<file path="config.mk">
export PLATFORM = sky130hd
export DESIGN_NAME = ex_operand_stage
export DESIGN_NICKNAME = d
export VERILOG_FILES = /design/src/rtl/ex_operand_stage.sv
export SDC_FILE = /design/constraint.sdc
export NUM_CORES = 1
export LEC_CHECK = 0
export CORE_ASPECT_RATIO = 0.7
export CORE_MARGIN = 1
export CORE_UTILIZATION = 25
export DETAILED_ROUTE_END_ITERATION = 7
export PLACE_DENSITY = 0.55
export SYNTH_ARGS = -nofsm -noshare
export SYNTH_HDL_FRONTEND = slang
export SYNTH_SLANG_ARGS = --single-unit
</file>
<file path="constraint.sdc">
create_clock -name clk_i -period 3.6 [get_ports clk_i]
set_clock_uncertainty 0.05 [all_clocks]
set_input_delay 1.08 -clock clk_i [delete_from_list [all_inputs] [get_ports clk_i]]
set_output_delay 1.08 -clock clk_i [all_outputs]
set_load 0.005 [all_outputs]
</file>
<file path="src/rtl/ex_operand_stage.sv">
// Decode-to-execute pipeline register with operand forwarding, operand select and load-use bubble insertion.
// Latency: one cycle from ID accept to registered ALU op/operands; 1 instruction/cycle when there is no hazard or stall.
// Backpressure: holds all outputs while ex_ready_i=0; drops id_ready_o on stall or load-use; flush always accepts and drops.
module ex_operand_stage #(
  parameter int XLEN       = 32,
  parameter int REG_ADDR_W = 5,
  parameter int ALU_OP_W   = 4
) (
  input  logic                  clk_i,
  input  logic                  rst_i,
  input  logic                  flush_i,
  input  logic                  id_valid_i,
  output logic                  id_ready_o,
  input  logic [ALU_OP_W-1:0]   id_alu_op_i,
  input  logic [XLEN-1:0]       id_pc_i,
  input  logic [REG_ADDR_W-1:0] id_rs1_i,
  input  logic [REG_ADDR_W-1:0] id_rs2_i,
  input  logic                  id_uses_rs1_i,
  input  logic                  id_uses_rs2_i,
  input  logic [XLEN-1:0]       id_rs1_data_i,
  input  logic [XLEN-1:0]       id_rs2_data_i,
  input  logic [XLEN-1:0]       id_imm_i,
  input  logic                  id_a_pc_i,
  input  logic                  id_b_imm_i,
  input  logic [REG_ADDR_W-1:0] id_rd_i,
  input  logic                  id_reg_write_i,
  input  logic                  id_is_load_i,
  input  logic [XLEN-1:0]       ex_result_i,
  input  logic                  mem_fwd_valid_i,
  input  logic [REG_ADDR_W-1:0] mem_rd_i,
  input  logic [XLEN-1:0]       mem_result_i,
  output logic                  ex_valid_o,
  input  logic                  ex_ready_i,
  output logic [ALU_OP_W-1:0]   alu_op_o,
  output logic [XLEN-1:0]       alu_a_o,
  output logic [XLEN-1:0]       alu_b_o,
  output logic [XLEN-1:0]       ex_store_data_o,
  output logic [XLEN-1:0]       ex_pc_o,
  output logic [REG_ADDR_W-1:0] ex_rd_o,
  output logic                  ex_reg_write_o,
  output logic                  ex_is_load_o
);

  // Bubble / reset encoding of the ALU op.
  localparam logic [ALU_OP_W-1:0] ALU_NONE = '0;

  logic                  ex_valid_q, ex_valid_d;
  logic [ALU_OP_W-1:0]   alu_op_q, alu_op_d;
  logic [XLEN-1:0]       alu_a_q, alu_a_d;
  logic [XLEN-1:0]       alu_b_q, alu_b_d;
  logic [XLEN-1:0]       store_q, store_d;
  logic [XLEN-1:0]       pc_q, pc_d;
  logic [REG_ADDR_W-1:0] rd_q, rd_d;
  logic                  reg_write_q, reg_write_d;
  logic                  is_load_q, is_load_d;

  logic                  slot_free;
  logic                  load_use;
  logic                  ex_fwd_en;
  logic [XLEN-1:0]       fwd_rs1;
  logic [XLEN-1:0]       fwd_rs2;

  // Forwarding mux for one source: EX (younger) beats MEM, x0 is never forwarded.
  function automatic logic [XLEN-1:0] fwd_sel(
    input logic [REG_ADDR_W-1:0] rs,
    input logic [XLEN-1:0]       rf_data,
    input logic                  ex_en,
    input logic [REG_ADDR_W-1:0] ex_rd,
    input logic [XLEN-1:0]       ex_res,
    input logic                  mem_en,
    input logic [REG_ADDR_W-1:0] mem_rd,
    input logic [XLEN-1:0]       mem_res
  );
    logic [XLEN-1:0] v;
    v = rf_data;
    if (rs != '0) begin
      if (ex_en && (ex_rd == rs)) begin
        v = ex_res;
      end else if (mem_en && (mem_rd == rs)) begin
        v = mem_res;
      end
    end
    return v;
  endfunction

  // Handshake, hazard detection and forwarded source values.
  always_comb begin
    slot_free  = !ex_valid_q || ex_ready_i;
    load_use   = id_valid_i && ex_valid_q && is_load_q && (rd_q != '0) &&
                 ((id_uses_rs1_i && (id_rs1_i == rd_q)) ||
                  (id_uses_rs2_i && (id_rs2_i == rd_q)));
    id_ready_o = !rst_i && (flush_i || (slot_free && !load_use));
    // A load in EX has no result yet; its value arrives through MEM next cycle.
    ex_fwd_en  = ex_valid_q && reg_write_q && !is_load_q;
    fwd_rs1    = fwd_sel(id_rs1_i, id_rs1_data_i, ex_fwd_en, rd_q, ex_result_i,
                         mem_fwd_valid_i, mem_rd_i, mem_result_i);
    fwd_rs2    = fwd_sel(id_rs2_i, id_rs2_data_i, ex_fwd_en, rd_q, ex_result_i,
                         mem_fwd_valid_i, mem_rd_i, mem_result_i);
  end

  // Next-state selection: flush, stall hold, bubble, capture, or idle.
  always_comb begin
    ex_valid_d  = ex_valid_q;
    alu_op_d    = alu_op_q;
    alu_a_d     = alu_a_q;
    alu_b_d     = alu_b_q;
    store_d     = store_q;
    pc_d        = pc_q;
    rd_d        = rd_q;
    reg_write_d = reg_write_q;
    is_load_d   = is_load_q;
    if (flush_i) begin
      ex_valid_d  = 1'b0;
      reg_write_d = 1'b0;
      is_load_d   = 1'b0;
      alu_op_d    = ALU_NONE;
    end else if (!slot_free) begin
      // Downstream stall: operands hold, so ex_result_i stays consistent.
    end else if (load_use) begin
      ex_valid_d  = 1'b0;
      reg_write_d = 1'b0;
      is_load_d   = 1'b0;
      alu_op_d    = ALU_NONE;
    end else if (id_valid_i) begin
      ex_valid_d  = 1'b1;
      alu_op_d    = id_alu_op_i;
      alu_a_d     = id_a_pc_i  ? id_pc_i  : fwd_rs1;
      alu_b_d     = id_b_imm_i ? id_imm_i : fwd_rs2;
      store_d     = fwd_rs2;
      pc_d        = id_pc_i;
      rd_d        = id_rd_i;
      reg_write_d = id_reg_write_i;
      is_load_d   = id_is_load_i;
    end else begin
      ex_valid_d  = 1'b0;
      reg_write_d = 1'b0;
      alu_op_d    = ALU_NONE;
    end
  end

  // EX-slot register with synchronous reset.
  always_ff @(posedge clk_i) begin
    if (rst_i) begin
      ex_valid_q  <= 1'b0;
      alu_op_q    <= ALU_NONE;
      alu_a_q     <= '0;
      alu_b_q     <= '0;
      store_q     <= '0;
      pc_q        <= '0;
      rd_q        <= '0;
      reg_write_q <= 1'b0;
      is_load_q   <= 1'b0;
    end else begin
      ex_valid_q  <= ex_valid_d;
      alu_op_q    <= alu_op_d;
      alu_a_q     <= alu_a_d;
      alu_b_q     <= alu_b_d;
      store_q     <= store_d;
      pc_q        <= pc_d;
      rd_q        <= rd_d;
      reg_write_q <= reg_write_d;
      is_load_q   <= is_load_d;
    end
  end

  assign ex_valid_o      = ex_valid_q;
  assign alu_op_o        = alu_op_q;
  assign alu_a_o         = alu_a_q;
  assign alu_b_o         = alu_b_q;
  assign ex_store_data_o = store_q;
  assign ex_pc_o         = pc_q;
  assign ex_rd_o         = rd_q;
  assign ex_reg_write_o  = reg_write_q;
  assign ex_is_load_o    = is_load_q;

endmodule

</file>
==> flow_summary.yaml, run 1 <==
power:
  power_frac_clock_pct: 40.3
  power_density_nw_per_um2: 351
  peakVddDrop_mv: 0.179
  power.leakage_nw: 4.75
  p_int_mw: 3.29
  comb_power_share_pct: 21.8
  pwr-share-seq_pct: 37.8
  power.switching_mw: 1.20
  power.share.switching_pct: 26.8
drt:
  vias: 8454
  drcViolationCount: 0
  drt-wirelength-per-cell_um: 20.7
  ant_nets: 0
  drt_pass1_iterations: 5
  vias_per_cell: 5.08
  drtIter0Drc: 616
  wl_mm: 34.5
logic_synthesis:
  ys_ff_latch: 140
  synth_largest_area_cell: "dfxtp_1"
  synthArstFlopShare_pct: 0
  yosysUniqueCellTypes: 29
  synth_area_leaders: "dfxtp_1, mux2i_1, a311oi_1, nand4b_1, nor2_1"
  yosysMostFrequentCell: "dfxtp_1"
  ys_seq_area_share_pct: 36.0
  syn_nets: 1124
  ys.flop_type: "dfxtp_1"
  synth_cells: 896
  ys.warnings.count: 0
  synth_commonest_cells: "dfxtp_1, nor2_1, clkbuf_1"
  synth_area_um2: 7790
  synth_edf_count: 0
  synth.top_cell.area_share_pct: 36.0
  syn_avg_cell_area_um2: 8.69
worst_setup_path:
  worst-path-buf-inv: 2
  cpPeakStageDelay_ns: 0.41
  r2r-start: "ex_rd_o[2]$_SDFFE_PP0P_"
  r2r_cells: 9
  critPathSlowestCell: "clkdlybuf4s50_1"
  cp_max_fo: 2
  cp_top_family: "buffers and inverters"
  cp_common_cell: "nor2_1"
  cp-end-kind: "primary output"
  path_cells: "clkdlybuf4s50_1, nor3b_1, a32o_2, a21oi_2, nor2_1, nor2_1, clkdlybuf4s15_2"
  reg2reg_to: "alu_a_o[28]$_SDFFE_PP0P_"
  path_class: "in2out"
  arrival_ns: 2.34
  worstSetupStartpointType: "primary input"
  crit_required_ns: 2.47
  rrSetupSlack_ns: 1.12
placement:
  dpl_worst_slack_ns: -0.484
  dp_hpwl_mm: 25.9
  numPortBuffers: 368
  gp_congestion: 0.878
  place_inst: 1630
clock_tree:
  clk_path_buf_depth: 2
  h-tree-depth: 4
  clkLatencyLatePin_ns: 0.44
  cts_setup_buffers: 0
  holdBufCountCts: 0
  cts_num_sinks: 140
  cts-buffers-inserted: 17
  clk_pin_slew_worst_paths_ns: 0.06
  cts_tree: "done"
  clockRootBuffer: "clkbuf_16"
timing:
  finalCritPeriodShare_pct: 96.5
  hold_violations: 0
  rsz0062_at_grt: "no"
  finalSetupViolations: 0
  tightestPinTransition_ns: 0.672
  setup_slack_ns: 0.127
  slew_violations: 0
  timing.fmax_ghz: 0.288
  finalCriticalPeriod_ns: 3.47
  max_slew_margin_pct: 55.2
  setup_tns_ns: 0
global_routing:
  grt_pass1_vias: 8238
  grt_pass1_wl_mm: 50.5
  grt_max_degree: 142
  antenna_found_initial: 4
  grt_usage_pct: 21.2
  grt_overflow_total: 0
die:
  coreArea_um2: 30300
  initial_core_util_pct: 25.7
  rows: 53
  design.die.area_um2: 31900
  fp.dieW_um: 213
  io_pins: 369
  die_y_um: 150
cells_and_area:
  fillers: 3021
  final_util_pct: 42.2
  fin_nets: 1465
  layoutNonFillerInstCount: 1665
  drive_gt1_share_pct: 10.7
  area_growth_pct: 64.1
worst_hold_path:
  hold_class: "reg2reg"
  hp-start: "ex_store_data_o[4]$_SDFFE_PP0P_"
  holdPathEnd: "ex_store_data_o[4]$_SDFFE_PP0P_"
  hold_depth: 2
flow_run:
  drv_cap: 0
status:
  outcome: "complete, no violations"
==> kinds of logic after synthesis <==
family / synth area share, %
compound gates: 21.3
xor+xnor: 2.25
buf+inv: 6.94
flops: 36.0
mux: 13.5
simple gates: 20.0
==> power groups by stage <==
stage / combinational [mW] / clock [mW] / sequential [mW]
final: 0.980 / 1.81 / 1.70
after global placement: 0.976 / 0 / 1.73
after floorplan: 0.364 / 0 / 1.73
after detailed placement: 0.978 / 0 / 1.73
after global routing: 1.06 / 1.92 / 1.71
after CTS: 0.982 / 1.85 / 1.70
==> tightest hold or removal path, cell delays in order, from the launching register on <==
cell and delay [ns]:
dfxtp_1 0.31, nand2b_1 0.06, o22ai_1 0.07
==> worst max-delay path by stage <==
stage | startpoint | to | depth (start not counted)
final | id_uses_rs1_i | id_ready_o | 7
after global placement | id_rs1_i[3] | id_ready_o | 8
after CTS | id_rs2_i[2] | id_ready_o | 8
after detailed placement | id_rs2_i[2] | id_ready_o | 8
after floorplan | rst_i | id_ready_o | 4
after global routing | id_uses_rs1_i | id_ready_o | 7
==> layer usage <==
metal | share of wire, % | vias up | GRT usage, %
li1 | - | 4073 | -
met1 | 48 | 4046 | 30.7
met2 | 41 | 315 | 29.9
met3 | 9.4 | 18 | 6.78
met4 | 0.81 | 2 | 5.36
met5 | 0.038 | - | 0
==> final cells by class <==
cell class | count | area, um2 | share of cell area [%]
diodes | 3 | 7.51 | 0.0587
clock buffers | 22 | 474 | 3.71
clock inverters | 10 | 114 | 0.891
inverters | 33 | 124 | 0.969
multi-input cells | 623 | 4520 | 35.3
flip-flops and latches | 140 | 2800 | 21.9
well taps | 412 | 515 | 4.03
repair buffers | 422 | 4230 | 33.1
==> state kept, by name, summed over array words and instances (netlist names), 4 cells and up <==
name / count
alu_a_o: 32
alu_b_o: 32
alu_op_o: 4
ex_pc_o: 32
ex_rd_o: 5
ex_store_data_o: 32
==> placed cells by master (no fill, tap or decap), types with 2 or more instances in the layout <==
cell type,instances
clkdlybuf4s50_1,354
dfxtp_1,140
nor2_1,109
mux2i_1,69
nand2_1,66
nand4b_1,64
a311oi_1,64
o22ai_1,64
buf_4,42
nand2b_1,34
inv_1,33
mux2_2,32
o221ai_1,32
a221o_1,32
xor2_1,19
clkbuf_16,17
buf_12,13
dlygate4sd2_1,10
nor3_1,9
a22oi_1,6
clkinv_2,4
diode_2,3
nor3_2,3
nand3_1,3
clkbuf_8,3
a21oi_1,2
nor2_2,2
nand3_2,2
clkinv_4,2
bufinv_16,2
clkbuf_1,2
buf_2,2
==> per-stage QoR <==
stage	instance area (um2)	power (mW)	hold WS, ns
2_1_floorplan	7790	2.09	0.429
3_3_place_gp	12200	2.70	0.422
3_5_place_dp	12200	2.71	0.427
4_1_cts	12800	4.53	0.441
5_1_grt	12800	4.69	0.453
6_report	12800	4.49	0.438
==> what timing repair did <==
item                       CTS  global route
resized for setup           18             0
hold endpoints to repair     0             0
pin swaps                    2             1
setup endpoints to repair    1             1
No activity file was read; power rests on OpenSTA's default activity.
==> run 2, diff against run 1 <==
--- a/config.mk
+++ b/config.mk
@@ -8,6 +8,7 @@
 export CORE_ASPECT_RATIO = 0.7
 export CORE_MARGIN = 1
 export CORE_UTILIZATION = 25
+export CTS_BUF_LIST = sky130_fd_sc_hd__clkbuf_4
 export DETAILED_ROUTE_END_ITERATION = 7
 export PLACE_DENSITY = 0.55
 export SYNTH_ARGS = -nofsm -noshare
==> run 2 against run 1 <==
Net effect:
- sequential power is essentially flat
- via count down 0.78%
- core utilization shrank 1.1 points
- clock power shrank 41%
- maximum frequency fell by 0.34%
- setup slack worse by 0.012 ns
- design area down 2.5%
- flip-flop and latch count stayed put
- clock-buffer cell count decreased by 3
- worst hold slack better by 0.0089 ns
- global-route usage about the same
- critical path type unchanged
- largest power group is now sequential cells
- highest routed layer unchanged
==> flow_summary.yaml, run 2 (synthesized netlist as in run 1, its figures left out) <==
cells_and_area:
  final_util_pct: 41.1
  most-common-layout-cells: "clkdlybuf4s50_1, dfxtp_1, nor2_1"
  fin_nets: 1465
  layoutNonFillerInstCount: 1665
  drive_gt1_share_pct: 10.6
  fillers: 3059
  mostFrequentLayoutCell: "clkdlybuf4s50_1"
  stdcell_area_um2: 12500
  area_growth_pct: 60.0
global_routing:
  antenna_found_initial: 4
  grt_pass1_wl_mm: 50.3
  grt_pass1_vias: 8254
  grt_overflow_total: 0
  grt_usage_pct: 21.2
  grt_max_degree: 142
die:
  design.die.area_um2: 31900
  fp.dieW_um: 213
  initial_core_util_pct: 25.7
  die_y_um: 150
  rows: 53
  coreArea_um2: 30300
  io_pins: 369
clock_tree:
  h-tree-depth: 4
  holdBufCountCts: 0
  clk_pin_slew_worst_paths_ns: 0.12
  clockRootBuffer: "clkbuf_4"
  cts_setup_buffers: 0
  cts-buffers-inserted: 17
  cts_num_sinks: 140
  cts_tree: "done"
  clk_path_buf_depth: 2
  clkLatencyLatePin_ns: 0.63
timing:
  hold_violations: 0
  fin_hold_ws_ns: 0.447
  finalSetupViolations: 0
  finalCriticalPeriod_ns: 3.49
  tightestPinTransition_ns: 0.672
  timing.fmax_ghz: 0.287
  rsz0062_at_grt: "no"
  finalCritPeriodShare_pct: 96.8
  slew_violations: 0
  setup_slack_ns: 0.115
  max_slew_margin_pct: 55.2
power:
  p_int_mw: 2.63
  power.switching_mw: 1.11
  power.leakage_nw: 4.61
  power_frac_clock_pct: 28.4
  peakVddDrop_mv: 0.215
  power.share.switching_pct: 29.6
  comb_power_share_pct: 26.2
  pwr-share-seq_pct: 45.4
  power_density_nw_per_um2: 300
worst_setup_path:
  r2r_cells: 9
  arrival_ns: 2.36
  cp_max_fo: 2
  r2r-start: "ex_rd_o[2]$_SDFFE_PP0P_"
  worstSetupStartpointType: "primary input"
  critPathLaunch: "id_uses_rs1_i"
  reg2reg_to: "alu_a_o[26]$_SDFFE_PP0P_"
  rrSetupSlack_ns: 1.10
  cp-end-kind: "primary output"
  crit_required_ns: 2.47
  path_class: "in2out"
drt:
  drt-wirelength-per-cell_um: 20.6
  drt_pass1_iterations: 5
  vias: 8388
  ant_nets: 0
  drtIter0Drc: 472
  vias_per_cell: 5.04
  drcViolationCount: 0
  wl_mm: 34.3
status:
  outcome: "complete, no violations"
flow_run:
  drv_cap: 0
placement:
  dp_hpwl_mm: 25.9
  numPortBuffers: 368
  place_area_um2: 12200
  dpl_worst_slack_ns: -0.484
  place_inst: 1630
  gp_congestion: 0.878
worst_hold_path:
  hold_depth: 2
  hp-start: "ex_store_data_o[1]$_SDFFE_PP0P_"
  holdPathEnd: "ex_store_data_o[1]$_SDFFE_PP0P_"
  hold_class: "reg2reg"
## run 2: final cells by class
cell class | count | area (um2) | area share, %
clock inverter | 13 | 125 | 1.00
sequential | 140 | 2800 | 22.5
clock buffer | 19 | 143 | 1.14
multi-input combinational | 623 | 4520 | 36.2
inverter | 33 | 124 | 0.994
timing repair buffer | 422 | 4230 | 33.9
antenna | 3 | 7.51 | 0.0602
tap | 412 | 515 | 4.14
## run 2: critical path, cell delays in order
cell and delay [ns]:
clkdlybuf4s50_1 0.41, nor3b_1 0.14, a32o_2 0.26, a21oi_2 0.12, nor2_1 0.05, nor2_1 0.08
clkdlybuf4s15_2 0.21
## run 2: worst max path at each step
| stage | slack [ns] | endpoint | cells past startpoint |
|---|---|---|---|
| finish | 0.11 | id_ready_o | 7 |
| global route | 0.02 | id_ready_o | 7 |
| CTS | 0.11 | id_ready_o | 8 |
| detailed placement | -0.48 | id_ready_o | 8 |
| global placement | -0.38 | id_ready_o | 8 |
| floorplan | 0.55 | id_ready_o | 4 |
## run 2: timing repair
action / CTS / global route
endpoints found under the setup margin: 1 / 1
endpoints found under the hold margin: 0 / 0
gates resized for setup: 18 / 0
pin swaps: 2 / 1
## run 2: stage by stage
stage	power (mW)	TNS (ns)
finish	3.74	0
global placement	2.70	-0.382
detailed placement	2.71	-0.484
floorplan	2.09	0
CTS	3.77	0
global route	3.94	0
## run 2: metal layers
metal,vias up,GRT usage [%],part of all wire [%]
li1,4062,-,-
met1,4013,30.6,49
met2,287,29.7,41
met3,24,7.07,8.8
met4,2,5.04,1.0
met5,-,0,0.038
## run 2: power groups by stage
stage          sequential (mW)  clock, mW  combinational, mW
6_report                  1.70       1.06              0.979
5_1_grt                   1.71       1.17               1.06
4_1_cts                   1.70       1.10              0.982
3_5_place_dp              1.73          0              0.978
3_3_place_gp              1.73          0              0.976
2_1_floorplan             1.73          0              0.364
